`config.mk`:
```
export PLATFORM = sky130hd
export DESIGN_NAME = id_ex_forward_stage
export DESIGN_NICKNAME = d
export VERILOG_FILES = /design/src/rtl/id_ex_forward_stage.sv
export SDC_FILE = /design/constraint.sdc
export NUM_CORES = 1
export LEC_CHECK = 0
export ABC_AREA = 1
export CAP_MARGIN = 20
export CORE_AREA = 2 2 128 130
export DETAILED_ROUTE_END_ITERATION = 10
export DIE_AREA = 0 0 130 132
export DONT_BUFFER_PORTS = 1
export HOLD_SLACK_MARGIN = 0.08
export PLACE_DENSITY = 0.68
export SYNTH_ARGS = -nofsm -noshare
export SYNTH_HDL_FRONTEND = slang
export SYNTH_SLANG_ARGS = --single-unit
```
`constraint.sdc`:
```
create_clock -name clk -period 1.7 [get_ports clk]
set_input_delay 0.34 -clock clk [delete_from_list [all_inputs] [get_ports clk]]
set_output_delay 0.34 -clock clk [all_outputs]
set_load 0.01 [all_outputs]
```
`src/rtl/id_ex_forward_stage.sv`:
```
// ID/EX pipeline register with EX-stage operand forwarding.
// Holds one decoded instruction and selects ALU operands from the register file, EX/MEM or MEM/WB.
module id_ex_forward_stage (
    input  logic        clk,
    input  logic        reset,
    input  logic        stall,
    input  logic        flush,
    input  logic [31:0] id_read_data_1,
    input  logic [31:0] id_read_data_2,
    input  logic [31:0] id_imm,
    input  logic [4:0]  id_rs,
    input  logic [4:0]  id_rt,
    input  logic [4:0]  id_rd,
    input  logic [4:0]  id_shamt,
    input  logic [3:0]  id_alu_op,
    input  logic        id_alu_src,
    input  logic        id_reg_dst,
    input  logic [3:0]  id_ctrl,
    input  logic        exmem_reg_write,
    input  logic [4:0]  exmem_write_reg,
    input  logic [31:0] exmem_alu_result,
    input  logic        memwb_reg_write,
    input  logic [4:0]  memwb_write_reg,
    input  logic [31:0] memwb_write_data,
    output logic [31:0] ex_alu_a,
    output logic [31:0] ex_alu_b,
    output logic [4:0]  ex_shamt,
    output logic [3:0]  ex_alu_op,
    output logic [31:0] ex_store_data,
    output logic [4:0]  ex_write_reg,
    output logic [4:0]  ex_rt,
    output logic [3:0]  ex_ctrl,
    output logic        ex_valid,
    output logic [1:0]  fwd_a_sel,
    output logic [1:0]  fwd_b_sel
);

    typedef enum logic [1:0] {
        FWD_RF    = 2'b00,
        FWD_MEMWB = 2'b01,
        FWD_EXMEM = 2'b10
    } fwd_sel_e;

    typedef struct packed {
        logic        valid;
        logic [3:0]  ctrl;
        logic [3:0]  alu_op;
        logic        alu_src;
        logic [31:0] rd1;
        logic [31:0] rd2;
        logic [31:0] imm;
        logic [4:0]  rs;
        logic [4:0]  rt;
        logic [4:0]  write_reg;
        logic [4:0]  shamt;
    } ex_stage_t;

    ex_stage_t ex_q, ex_d;
    fwd_sel_e  a_sel, b_sel;
    logic [31:0] fwd_rs, fwd_rt;

    // Flush wins over stall; a bubble is an all-zero stage.
    always_comb begin
        // NOTE: every always_comb output gets a default first so no path can infer a latch.
        ex_d = ex_q;
        if (flush) begin
            ex_d = '0;
        end else if (!stall) begin
            ex_d.valid     = 1'b1;
            ex_d.ctrl      = id_ctrl;
            ex_d.alu_op    = id_alu_op;
            ex_d.alu_src   = id_alu_src;
            ex_d.rd1       = id_read_data_1;
            ex_d.rd2       = id_read_data_2;
            ex_d.imm       = id_imm;
            ex_d.rs        = id_rs;
            ex_d.rt        = id_rt;
            ex_d.write_reg = id_reg_dst ? id_rd : id_rt;
            ex_d.shamt     = id_shamt;
        end
    end

    always_ff @(posedge clk or negedge reset) begin
        // NOTE: state registers use non-blocking assignments so every flop samples pre-edge values.
        if (!reset) begin
            ex_q <= '0;
        end else begin
            ex_q <= ex_d;
        end
    end

    function automatic fwd_sel_e fwd_pick(input logic [4:0] idx);
        if (!ex_q.valid || idx == 5'd0) begin
            return FWD_RF;
        end else if (exmem_reg_write && exmem_write_reg == idx) begin
            return FWD_EXMEM;
        end else if (memwb_reg_write && memwb_write_reg == idx) begin
            return FWD_MEMWB;
        end
        return FWD_RF;
    endfunction

    always_comb begin
        a_sel = fwd_pick(ex_q.rs);
        b_sel = fwd_pick(ex_q.rt);

        fwd_rs = ex_q.rd1;
        case (a_sel)
            FWD_EXMEM: fwd_rs = exmem_alu_result;
            FWD_MEMWB: fwd_rs = memwb_write_data;
            default:   fwd_rs = ex_q.rd1;
        endcase

        fwd_rt = ex_q.rd2;
        case (b_sel)
            FWD_EXMEM: fwd_rt = exmem_alu_result;
            FWD_MEMWB: fwd_rt = memwb_write_data;
            default:   fwd_rt = ex_q.rd2;
        endcase
    end

    // Store data always carries the forwarded rt, independent of the B-operand mux.
    assign ex_alu_a      = fwd_rs;
    assign ex_alu_b      = ex_q.alu_src ? ex_q.imm : fwd_rt;
    assign ex_store_data = fwd_rt;
    assign ex_shamt      = ex_q.shamt;
    assign ex_alu_op     = ex_q.alu_op;
    assign ex_write_reg  = ex_q.write_reg;
    assign ex_rt         = ex_q.rt;
    assign ex_ctrl       = ex_q.ctrl;
    assign ex_valid      = ex_q.valid;
    assign fwd_a_sel     = a_sel;
    assign fwd_b_sel     = b_sel;

endmodule

```
==> results.toml <==
[outcome]
run_status = "finished with violations"
violations = "hold timing, setup timing"

[routing]
ant_nets_after_route = 0
drc = 0
drtIter0Drc = 1293
postRouteWirelength_mm = 35.24
routed_via_density = 6.411
routed_wire_length_per_instance_microns = 24.44
drtPass1Iterations = 7
num_vias = 9245

[worst_hold_path]
hold_path_class = "in -> async"

[sta]
hold_slack_ps = -395.4
final.period_utilization_pct = 147.2
postLayoutSetupSlackWorst_ps = -802.7
setup_tns_ps = -71670
timing_max_transition_violations_final = 0
report.final.hold_viol_count = 126
finalClockSkew_ps = 0
max_slew.worst_pin.slew_ps = 1066
grt_setup_unrepaired = "yes"
worst_slew_margin_rel_pct = 28.67
post-route-min-period_ps = 2503
max_clock_freq_ghz = 0.3996
setup-violations-final = 100

[cells_and_area]
nNetsFinal = 1419
drive_above_1_share_pct = 26.86
largest_register_ffs = 102
layoutNonFillerInstCount = 1442
register_containing_the_most_flip_flops_in_the_final_layout = "ex_q"
area_growth_syn_to_layout_pct = 47.81

[logic_synthesis]
yosys-mux-area-fraction_pct = 0.6254
post-synth-top-area-fraction_pct = 39.40
postSynthAreaPerCell_sq_um = 7.585
synth_flop_cell = "sky130_fd_sc_hd__dfrtp_1"
yosys-top-cells-area = "sky130_fd_sc_hd__dfrtp_1 (39%), sky130_fd_sc_hd__nand3_1 (19%), sky130_fd_sc_hd__nand2_1 (14%), sky130_fd_sc_hd__nand3_2 (7.8%), sky130_fd_sc_hd__nand4_1 (5.0%)"
synth_simple_gate_area_share_pct = 48.59
proportion_of_synthesized_chip_area_in_sequential_cells_pct = 39.40
synthXorXnorAreaFrac_pct = 0.5472
ys_async_sr_fraction_pct = 100.0
post-synth-top-count-cell = "sky130_fd_sc_hd__nand3_1"
yosys.area.top_type = "sky130_fd_sc_hd__dfrtp_1"
syn_area_sq_mm = 0.008003
ys.warnings.count = 0
synthCells = 1055
synth.distinct_cells = 30
yosys.area_share.adder_pct = 0
register_bit_count_reported_by_yosys = 126
synth-compound-area-share_pct = 1.610
number_of_flops_mapped_to_enable_cells_by_yosys = 0
mappedNetlistNets = 1261
main_combinational_cell_family_by_area_after_synthesis = "simple AND/OR/NAND/NOR gates"
synth_commonest_cells = "sky130_fd_sc_hd__nand3_1 (306), sky130_fd_sc_hd__nand2_1 (295), sky130_fd_sc_hd__dfrtp_1 (126)"

[clocking]
tritoncts_num_sinks = 126
cts_tree = "yes"
cts_htree_levels = 4
count_of_hold_buffers_inserted_by_post_cts_repair = 172
ctsLongestPathBuffers = 2
cts_made_buffers = 17
cts.root.buffer_cell = "sky130_fd_sc_hd__clkbuf_16"
clk-insertion-delay-late_ps = 420
clkTransAtPathRegs_ps = 70

[global_route]
antenna_violations_before_repair = 2
grt_start_max_net_pins = 152
grt_first_pass_wirelength_mm = 50.31
via_count_of_the_first_global_routing_pass = 8720
global_route.usage.total_pct = 38.29
grt_remaining_overflow = 0

[die]
placement_rows = 46
die_width_microns = 130
floorplan.core_area_sq_mm = 0.01571
design.die.area_sq_mm = 0.01716
die_height_microns = 132
design.portCount = 330
floorplan.initialDensity_pct = 50.93

[placed_design]
dp_slack_ps = -278.3
io_buffers = 0
detailedPlacementHpwl_mm = 19.82
cell_count_after_placement = 1226
place.gp.congestion = 1.043

[setup_path]
worst-endpoint-required_ps = 1360
rr_endpoint = "ex_shamt[4]$_DFFE_PN0P_"
timing.critical_path.from = "ex_q[18]$_DFFE_PN0P_"
ff2ff_path_depth = 3
crit_arrival_ps = 2160
crit_path_max_fanout = 6
crit_path_start_kind = "register"
regToRegSetupSlack_ps = 280
worst-setup-path-type = "reg -> out"
worst_setup_path_end_kind = "output port"
worst_setup_path_endpoint = "ex_alu_a[13]"
worst_r2r_startpoint = "ex_shamt[4]$_DFFE_PN0P_"

[pwr]
pwr_density_cell_mw_per_mm2 = 779.5
leakage_nw = 5.863
vdd_ir_drop_max_v = 0.0007512

[run]
number_of_violations_of_the_max_capacitance_limit = 0
==> final cells by class <==
class                      instances  area, sq um
sequential                       126         3158
antenna                            1        2.502
multi-input combinational        784         4906
tap                              216        270.3
clock buffer                      17        425.4
fill                            1086         3884
timing repair buffer             259         2773
clock inverter                    14        182.7
inverter                          25        111.4
==> where the power goes <==
part | internal, mW | switching (mW)
Sequential | 3.22 | 0.198
Combinational | 0.849 | 1.07
Clock | 2.33 | 1.55
==> cells in the final DEF (no fill, tap or decap), types with 2 or more instances in the layout <==
master / count
sky130_fd_sc_hd__nor2_2: 3
sky130_fd_sc_hd__nand3_2: 88
sky130_fd_sc_hd__o21ai_0: 14
sky130_fd_sc_hd__o22ai_1: 3
sky130_fd_sc_hd__nand4_4: 2
sky130_fd_sc_hd__clkinvlp_4: 2
sky130_fd_sc_hd__clkbuf_16: 21
sky130_fd_sc_hd__buf_16: 2
sky130_fd_sc_hd__inv_6: 5
sky130_fd_sc_hd__nand2_1: 255
sky130_fd_sc_hd__nor2_4: 4
sky130_fd_sc_hd__buf_4: 50
sky130_fd_sc_hd__inv_1: 11
sky130_fd_sc_hd__nand4_1: 64
sky130_fd_sc_hd__inv_2: 10
sky130_fd_sc_hd__clkinv_4: 5
sky130_fd_sc_hd__bufinv_16: 3
sky130_fd_sc_hd__buf_12: 19
sky130_fd_sc_hd__dfrtp_1: 122
sky130_fd_sc_hd__xor2_1: 4
sky130_fd_sc_hd__dfrtp_2: 4
sky130_fd_sc_hd__buf_6: 12
sky130_fd_sc_hd__nand3_1: 239
sky130_fd_sc_hd__nor2_1: 4
sky130_fd_sc_hd__nor3_4: 2
sky130_fd_sc_hd__mux2i_1: 5
sky130_fd_sc_hd__dlygate4sd3_1: 171
sky130_fd_sc_hd__nand3_4: 43
sky130_fd_sc_hd__nand2_2: 44
sky130_fd_sc_hd__a21boi_1: 2
==> logic make-up after synthesis <==
family	count (synthesis)
simple gates	751
buf+inv	145
flops	126
compound gates	23
xor+xnor	5
mux	5
==> timing repair <==
action	4_1_cts	5_1_grt
pin swaps	4	33
resized for setup	47	103
setup buffers	4	4
gates cloned	3	4
setup endpoints to repair	100	100
hold endpoints to repair	245	126
==> through the flow <==
stage          total power [mW]  cell area [sq um]  utilization (%)
2_1_floorplan             4.414               8194                -
3_3_place_gp              4.708               8577            54.59
3_5_place_dp              4.732               8577            54.59
4_1_cts                   9.008              11160            71.04
5_1_grt                   9.498              11830            75.28
6_report                  9.221              11830            75.28
==> per-layer routing <==
metal / global-route usage [%] / wire length (microns) / up-vias
li1: - / - / 3915
met1: 50.70 / 13190 / 4440
met2: 58.61 / 16220 / 741
met3: 10.59 / 4128 / 149
met4: 16.61 / 1705 / 0
met5: 0 / 0 / -
==> worst min-delay path by stage <==
stage	from	endpoint	slack, ps	cells after the start
floorplan	reset	ex_alu_op[0]$_DFFE_PN0P_	40	0
global placement	reset	ex_shamt[2]$_DFFE_PN0P_	50	0
detailed placement	reset	ex_q[21]$_DFFE_PN0P_	50	0
CTS	reset	ex_q[21]$_DFFE_PN0P_	-400	0
global route	reset	ex_shamt[3]$_DFFE_PN0P_	-410	0
finish	reset	ex_shamt[3]$_DFFE_PN0P_	-400	0
==> critical path, cell delays in order, from the launching register on <==
cell	delay, ps
sky130_fd_sc_hd__dfrtp_1	400
sky130_fd_sc_hd__inv_2	120
sky130_fd_sc_hd__o22ai_4	90
sky130_fd_sc_hd__nor3_4	290
sky130_fd_sc_hd__nand3_2	180
sky130_fd_sc_hd__nand3_4	240
sky130_fd_sc_hd__clkbuf_16	220
sky130_fd_sc_hd__nand3_4	80
sky130_fd_sc_hd__nand3_2	110
Note: power is estimated with default switching activity, not from simulation.
==> edit: new RTL, config.mk and constraints unchanged <==
Reset style: synchronous (`reset`), changed in one clocked block.
--- a/src/rtl/id_ex_forward_stage.sv
+++ b/src/rtl/id_ex_forward_stage.sv
@@ -81,5 +81,5 @@
     end
 
-    always_ff @(posedge clk or negedge reset) begin
+    always_ff @(posedge clk) begin
         // NOTE: state registers use non-blocking assignments so every flop samples pre-edge values.
         if (!reset) begin
Function: differs if reset is asserted again (counterexample within 4 cycles, from zero or initial values and one cycle with reset low); with reset held inactive, the same outputs for 4 cycles.
==> edit against the original RTL <==
Sequential cell count is the same. Clock power is 7.2% lower. Largest cell class unchanged. Cell count up 5.5%. Sequential share of layout area down 7.0 points. Critical path depth increased by 2. Power shrank 12%. Count of clock-buffer cells in the layout increased by 1. The flow finishes with violations (setup timing). Worst setup slack got worse by 100 ps. Wire length is 9.0% higher. Design area up 9.3%. Area after synthesis decreased by 9.4%. Global-route usage increased by 0.60 points.
==> edit: results (changes against the original RTL) <==
outcome: "finished with violations"  # unchanged
violations: "setup timing"  # was hold timing, setup timing
postCtsResizedCells: 245  # was 47
synth_cell_type_count: 34  # was 30
p_leak_nw: 5.54  # was 5.86 nW
antenna_found_initial: 1  # was 2
arrival_ps: 2260  # was 2160 ps
cts_setup_buffers: 30  # was 4
synth.net_count: 1260  # was 1261
reg2reg_setup_slack_ps: 70  # was 280 ps
gr-usage-met3_pct: 10.3  # was 10.6%
synth-compound-area-share_pct: 9.65  # was 1.61%
cpPeakStageDelay_ps: 340  # was 400 ps
p_int_mw: 5.73  # was 6.40 mW
grt_pass1_vias: 9231  # was 8720
register_area_um2: 2550  # was 3160 µm²
muxShareOfSynthArea_pct: 0.777  # was 0.625%
fin_ws_ps: -905  # was -803 ps
gp_congestion: 0.976  # was 1.04
multi_input_comb_cells: 790  # was 784
grtUsageMet1_pct: 47.1  # was 50.7%
setup_viol: 100  # unchanged
r2r_end: "ex_q[116]"  # was ex_shamt[4]
fillers: 851  # was 1086
via_per_inst: 6.29  # was 6.41
drtIter0Drc: 1252  # was 1293
peakVddDrop_mv: 0.684  # was 0.751 mV
grt_pass1_wl_mm: 51.8  # was 50.3 mm
nClkBuffers: 18  # was 17
whs_ps: 92.4  # was -395 ps
cts.hold.buffers_added: 170  # was 172
grtUsageMet2_pct: 61.5  # was 58.6%
powerDensity_nw_per_um2: 625  # was 780 nW/µm²
n_all_inverters: 33  # was 25
buffers: 324  # was 259
wl_met2_mm: 17.8  # was 16.2 mm
pg_seq_mw: 3.15  # was 3.42 mW
final_nets: 1498  # was 1419
synth_area_leaders: "dfxtp_1, nand2_1, nand3_2, a21oi_1, nand4_1"  # was dfrtp_1, nand3_1, nand2_1, nand3_2, nand4_1
crit_fanout: 5  # was 6
dp_hpwl_mm: 18.7  # was 19.8 mm
worstReg2RegStart: "ex_q[116]"  # was ex_shamt[4]
place_area_um2: 7900  # was 8580 µm²
wl_per_cell_um: 25.2  # was 24.4 µm
## edit: worst max-delay path by stage
stage,depth (start not counted),to,slack (ps),startpoint
3_3_place_gp,6,ex_alu_a[5],-270,ex_q[19]
6_report,10,ex_alu_b[17],-900,ex_rt[2]
3_5_place_dp,13,ex_alu_b[19],-300,ex_rt[2]
4_1_cts,12,ex_alu_b[19],-710,ex_rt[4]
2_1_floorplan,12,ex_alu_b[10],-40,ex_rt[1]
5_1_grt,12,ex_alu_b[17],-910,ex_rt[0]
## edit: logic make-up (layout without fill, tap and decap cells)
| family | Yosys count | count (layout) |
|---|---|---|
| mux | 5 | 5 |
| xor+xnor | 4 | 4 |
| other cells | 0 | 1 |
| flops | 126 | 126 |
| simple gates | 648 | 648 |
| compound gates | 133 | 133 |
| buf+inv | 138 | 389 |
